### src/rtl/phi0_tracker_if.sv
// phi0_tracker_if: phi0 edge pulses in, phase/period measurements and lock status out.
interface phi0_tracker_if #(parameter int CNT_W = 8);
    logic             phi0_posedge;
    logic             phi0_negedge;
    logic [CNT_W-1:0] phase_cnt;
    logic [CNT_W-1:0] period;
    logic [CNT_W-1:0] high_time;
    logic             sample_stb;
    logic             locked;
    logic             timeout;
    modport master (
        output phi0_posedge, phi0_negedge,
        input  phase_cnt, period, high_time, sample_stb, locked, timeout
    );
    modport slave (
        input  phi0_posedge, phi0_negedge,
        output phase_cnt, period, high_time, sample_stb, locked, timeout
    );
endinterface

### src/rtl/phi0_tracker.sv
// phi0_tracker: measures phi0 period/high time, locks on a stable period,
// strobes at a fixed offset in each locked cycle and flags a stopped phi0.
module phi0_tracker #(
    parameter int CNT_W      = 8,
    parameter int SAMPLE_OFS = 10,
    parameter int LOCK_N     = 4,
    parameter int TOL        = 2
) (
    input logic           clk,
    input logic           rst,
    phi0_tracker_if.slave bus
);
    typedef enum logic [1:0] {IDLE, ACQ, LOCK} state_t;
    localparam int MW = $clog2(LOCK_N + 1);
    localparam logic [CNT_W-1:0] MAX = '1;

    state_t           state_q, state_d;
    logic [CNT_W-1:0] phase_cnt_q, phase_cnt_d;
    logic [CNT_W-1:0] period_q, period_d;
    logic [CNT_W-1:0] high_time_q, high_time_d;
    logic [MW-1:0]    match_q, match_d;
    logic             sample_stb_q, sample_stb_d;
    logic             locked_q, locked_d;
    logic             timeout_q, timeout_d;
    logic [CNT_W-1:0] m, diff;
    logic             sat, in_tol;

    always_comb begin
        sat          = phase_cnt_q == MAX;
        m            = phase_cnt_q + CNT_W'(1);
        // subtract the smaller from the larger so the deviation never wraps
        diff         = (m >= period_q) ? m - period_q : period_q - m;
        in_tol       = diff <= CNT_W'(TOL);
        state_d      = state_q;
        match_d      = match_q;
        period_d     = period_q;
        high_time_d  = high_time_q;
        timeout_d    = timeout_q;
        phase_cnt_d  = bus.phi0_posedge ? '0 : (sat ? MAX : phase_cnt_q + CNT_W'(1));
        if (bus.phi0_posedge) begin
            timeout_d = 1'b0;
            if (state_q == IDLE || sat) begin
                state_d = ACQ;
                match_d = '0;
            end else begin
                period_d = m;
                if (state_q == LOCK) begin
                    if (!in_tol) begin
                        state_d = ACQ;
                        match_d = MW'(1);
                    end
                end else begin
                    match_d = (match_q == '0 || in_tol) ? match_q + MW'(1) : MW'(1);
                    if (match_d == MW'(LOCK_N)) state_d = LOCK;
                end
            end
        end else begin
            if (bus.phi0_negedge && state_q != IDLE) high_time_d = m;
            if (phase_cnt_d == MAX) begin
                state_d   = IDLE;
                timeout_d = 1'b1;
            end
        end
        sample_stb_d = state_d == LOCK && phase_cnt_d == CNT_W'(SAMPLE_OFS);
        locked_d     = state_d == LOCK;
    end

    always_ff @(posedge clk or posedge rst) begin
        if (rst) begin
            state_q      <= IDLE;
            phase_cnt_q  <= '0;
            period_q     <= '0;
            high_time_q  <= '0;
            match_q      <= '0;
            sample_stb_q <= 1'b0;
            locked_q     <= 1'b0;
            timeout_q    <= 1'b0;
        end else begin
            state_q      <= state_d;
            phase_cnt_q  <= phase_cnt_d;
            period_q     <= period_d;
            high_time_q  <= high_time_d;
            match_q      <= match_d;
            sample_stb_q <= sample_stb_d;
            locked_q     <= locked_d;
            timeout_q    <= timeout_d;
        end
    end

    assign bus.phase_cnt  = phase_cnt_q;
    assign bus.period     = period_q;
    assign bus.high_time  = high_time_q;
    assign bus.sample_stb = sample_stb_q;
    assign bus.locked     = locked_q;
    assign bus.timeout    = timeout_q;
endmodule

### src/flat_wrapper.sv
// flat-port wrapper written by rule: the top's interface ports become plain ports
module phi0_tracker_flat 
#(
    parameter int CNT_W      = 8,
    parameter int SAMPLE_OFS = 10,
    parameter int LOCK_N     = 4,
    parameter int TOL        = 2
)
  (clk, rst, bus_phi0_posedge, bus_phi0_negedge, bus_phase_cnt, bus_period, bus_high_time, bus_sample_stb, bus_locked, bus_timeout);
  phi0_tracker_if #(.CNT_W(CNT_W)) bus_i ();
  input logic clk;
  input logic rst;
  input wire logic [$bits(bus_i.phi0_posedge)-1:0] bus_phi0_posedge;
  input wire logic [$bits(bus_i.phi0_negedge)-1:0] bus_phi0_negedge;
  output wire logic [$bits(bus_i.phase_cnt)-1:0] bus_phase_cnt;
  output wire logic [$bits(bus_i.period)-1:0] bus_period;
  output wire logic [$bits(bus_i.high_time)-1:0] bus_high_time;
  output wire logic [$bits(bus_i.sample_stb)-1:0] bus_sample_stb;
  output wire logic [$bits(bus_i.locked)-1:0] bus_locked;
  output wire logic [$bits(bus_i.timeout)-1:0] bus_timeout;
  assign bus_i.phi0_posedge = bus_phi0_posedge;
  assign bus_i.phi0_negedge = bus_phi0_negedge;
  assign bus_phase_cnt = bus_i.phase_cnt;
  assign bus_period = bus_i.period;
  assign bus_high_time = bus_i.high_time;
  assign bus_sample_stb = bus_i.sample_stb;
  assign bus_locked = bus_i.locked;
  assign bus_timeout = bus_i.timeout;
  phi0_tracker #(.CNT_W(CNT_W), .SAMPLE_OFS(SAMPLE_OFS), .LOCK_N(LOCK_N), .TOL(TOL)) u_core (.clk(clk), .rst(rst), .bus(bus_i));
endmodule
### config.mk
export PLATFORM = sky130hd
export DESIGN_NAME = phi0_tracker_flat
export DESIGN_NICKNAME = d
export VERILOG_FILES = /design/src/rtl/phi0_tracker_if.sv /design/src/rtl/phi0_tracker.sv /design/src/flat_wrapper.sv
export SDC_FILE = /design/constraint.sdc
export NUM_CORES = 1
export LEC_CHECK = 0
export ABC_CLOCK_PERIOD_IN_PS = 4800
export BUFFER_PORTS_ARGS = -buffer_cell sky130_fd_sc_hd__buf_4
export CAP_MARGIN = 20
export CORE_MARGIN = 2
export CORE_UTILIZATION = 47
export CTS_CLUSTER_DIAMETER = 100
export CTS_CLUSTER_SIZE = 24
export DETAILED_ROUTE_END_ITERATION = 8
export HOLD_SLACK_MARGIN = 0.02
export PLACE_DENSITY = 0.67
export SLEW_MARGIN = 15
export SYNTH_ARGS = -nofsm -noshare
export SYNTH_HDL_FRONTEND = slang
export SYNTH_SLANG_ARGS = --single-unit
### constraint.sdc
create_clock -name clk -period 4.8 [get_ports clk]
set_input_delay 0.72 -clock clk [delete_from_list [all_inputs] [get_ports clk]]
set_output_delay 0.72 -clock clk [all_outputs]
set_load 0.005 [all_outputs]
==> key figures <==
Status
  • Outcome: finished, final reports clean

Clocking
  • H-tree levels: 2
  • Number of post-CTS setup repair buffers: 0
  • TritonCTS Buffers: 5
  • Skew-Pair Late Insertion Delay: 0.29 ns
  • TritonCTS clock tree: done
  • CTS Buffer Depth: 2
  • Root Driver: clkbuf_8
  • Clock transition at path regs: 0.07 ns
  • Post-cts repair resize count: 0
  • Hold_buf cts: 0
  • CTS sink cnt: 32

Critical path
  • CP Cell Sequence: ha_1, nand2_1, nor2_1, xnor2_1, inv_1, ha_1, inv_1, a222oi_1, nand4_1, a211oi_2, nand4_1, mux2i_4, a31oi_1, nor4_2
  • Worst-path maximum fanout: 10
  • Buf/Inv on CP: 2
  • Required time of the critical path: roughly 5.0 ns
  • Top delay family on crit path: simple AND/OR/NAND/NOR gates
  • Worst setup EP type: register
  • Worst EP arrival: 3.83 ns
  • Worst path slowest cell: dfrtp_1
  • Crit Path Category: register to register
  • Largest stage delay, worst path: 0.48 ns
  • CP Launch Type: register

Floorplan
  • Chip height: ~74 um
  • Die width: 73.76 um
  • Ports: 31
  • Full die area: 0.005441 mm2
  • Core Rows: 25
  • Starting Density: 0.4842
  • Std-Cell Core Area: 0.004723 mm2

Timing
  • Final setup viols: 0
  • RSZ-0062 raised after global routing: no
  • Max Slew Vio Count: 0
  • Setup TNS Final: 0 ns
  • Final period util: 0.7570
  • Max Freq: 275.2 MHz
  • Final hold viol count: 0
  • Final min period: 3.634 ns
  • Worst Max-Slew Pin Slew: about 0.52 ns
  • Slew margin rel.: 0.6523
  • Worst-case clock skew: between 0.007 and 0.008 ns

Routing
  • Final routed DRC violation total: 0
  • Vias per Instance: 5.464
  • DR vias: 1,956
  • Post-route ant nets: 0
  • Initial drt markers: 168
  • First drt pass iteration count: 4
  • Total routed wirelength: 5355 um
  • Wirelength per Cell: 14.96 um

Yosys
  • Asr flop ratio synth: 1.000
  • YS warnings: 0
  • Cell with the most instances after synthesis: dfrtp_1
  • Dominant cell type by area after synthesis: dfrtp_1
  • Flops & latches, synth: 32
  • Synth top area share: 0.3501
  • Cell variety after synth: 54
  • Post-Syn Area per Cell: 8.797 um2
  • Commonest cells post-synth: dfrtp_1, inv_1, a21oi_1
  • Top cells by area, synth: dfrtp_1, ha_1, a21oi_1
  • Top_reg_cell synth: dfrtp_1
  • Post-synth EDFFs: 0
  • Syn Inst Count: 260
  • Post-synthesis sequential area ratio: 0.3501
  • Synth Cell Area: 0.002287 mm2
  • Syn Nets: 284

Global route
  • Global-route usage over all layers: 0.2133
  • Largest net degree at the start of global routing: 33
  • Vias in the first global route: ~1,900
  • Global-route wire length before repair: 8825 um
  • Initial antenna violation count: 0
  • Total gr overflow: 0

Power
  • Clock Power Share: 0.259
  • PwrDens: 411.5 mW/mm2
  • Leakage: about 1.3 nW
  • Max VDD drop: around 0.00026 V
  • Combinational Power Share: 0.413
  • Int Pwr: 712.2 uW
  • Sw Share: 0.3581
  • Register share of total power: 0.328
  • Switch Pwr: 397.3 uW
  • Power consumption: ~1.1 mW

Finish
  • Ant diodes: 0
  • Area delta synth->final: 17.89%
  • NumNets Final: 314
  • Share of post-route cells with drive strength above 1: 0.1856

Worst hold path
  • Path type of the worst min-delay path: register to register

Job
  • Max_cap viols: 0

Placed design
  • Gpl congestion: 0.8813
  • IO Port Bufs: 30
  • Post-DP HPWL: 4067 um
## cells in the final DEF (no fill, tap or decap), types with 2 or more instances in the layout
master    count
buf_4        34
dfrtp_1      32
inv_1        29
a21oi_1      27
nor2_1       26
nand2_1      20
ha_1         18
o21ai_0      12
nand4_1       7
clkbuf_8      7
xnor2_1       6
mux2i_1       5
nand3_1       4
nor3_1        4
nor2b_1       4
a31oi_1       4
o21ai_1       3
xor2_1        3
a21oi_2       3
nor3b_1       2
mux2_1        2
nand3b_1      2
a211oi_2      2
a21o_1        2
a211oi_1      2
and4bb_1      2
o21a_1        2
fa_1          2
## metal layers
metal  wire (um)  track usage  share of wire  vias to the layer above
met5           0            0              0                        -
met4          91      0.08485          0.017                        0
met3         201      0.04527          0.038                       10
met2        2529       0.3254           0.47                       42
met1        2532       0.2947           0.47                      938
li1            -            -              -                      966
## area by class of cell
class,count,area (um2)
fill,459,2027
timing repair buffer,34,255.2
clock buffer,7,96.34
clock inverter,1,30.03
inverter,30,112.6
tap,67,83.83
sequential,32,800.8
multi-input combinational,187,1318
## power groups by stage
stage               combinational (mW)  clock [mW]  sequential, mW
floorplan                        0.340           0           0.357
global placement                 0.451           0           0.366
detailed placement               0.456           0           0.367
CTS                              0.459       0.292           0.363
global route                     0.508       0.305           0.371
finish                           0.458       0.288           0.364
## logic make-up after synthesis
family | after synthesis | synth area share
simple gates | 80 | 0.1805
xor+xnor | 9 | 0.03447
flops | 32 | 0.3501
buf+inv | 41 | 0.07385
fa+ha+maj | 20 | 0.1160
compound gates | 70 | 0.2035
mux | 8 | 0.04157
## state kept, by name, indices dropped and copies added (netlist names)
name / cells
u_core.bus.high_time: 8
u_core.bus.phase_cnt: 8
u_core.match_q: 3
u_core.state_q: 2
u_core.bus.sample_stb: 1
u_core.bus.period: 8
u_core.bus.timeout: 1
u_core.bus.locked: 1
## through the flow
step | instance area, um2 | cells | hold slack [ns] | utilization | setup WS [ns]
after detailed placement | 2570 | 350 | 0.4773 | 0.5441 | 1.249
after floorplan | 2287 | 260 | 0.4828 | - | 1.689
after global routing | 2696 | 358 | 0.5150 | 0.5709 | 0.8384
after global placement | 2570 | 350 | 0.4788 | 0.5441 | 1.401
after CTS | 2696 | 358 | 0.5023 | 0.5709 | 1.186
final | 2696 | 358 | 0.4942 | 0.5709 | 1.166
## worst paths after layout
check	startpoint	endpoint	slack (ns)	cells after the start
min	u_core.bus.high_time[1]$_DFFE_PP0P_	u_core.bus.high_time[1]$_DFFE_PP0P_	0.49	1
min in group asynchronous	rst	u_core.match_q[1]$_DFFE_PP0P_	0.51	3
max in group asynchronous	rst	u_core.bus.phase_cnt[1]$_DFF_PP0_	3.99	3
min reg2reg	u_core.bus.high_time[1]$_DFFE_PP0P_	u_core.bus.high_time[1]$_DFFE_PP0P_	0.49	1
max reg2reg	u_core.bus.phase_cnt[0]$_DFF_PP0_	u_core.bus.sample_stb$_DFF_PP0_	1.17	14
max	u_core.bus.phase_cnt[0]$_DFF_PP0_	u_core.bus.sample_stb$_DFF_PP0_	1.17	14
(Power assumes the default switching activity.)
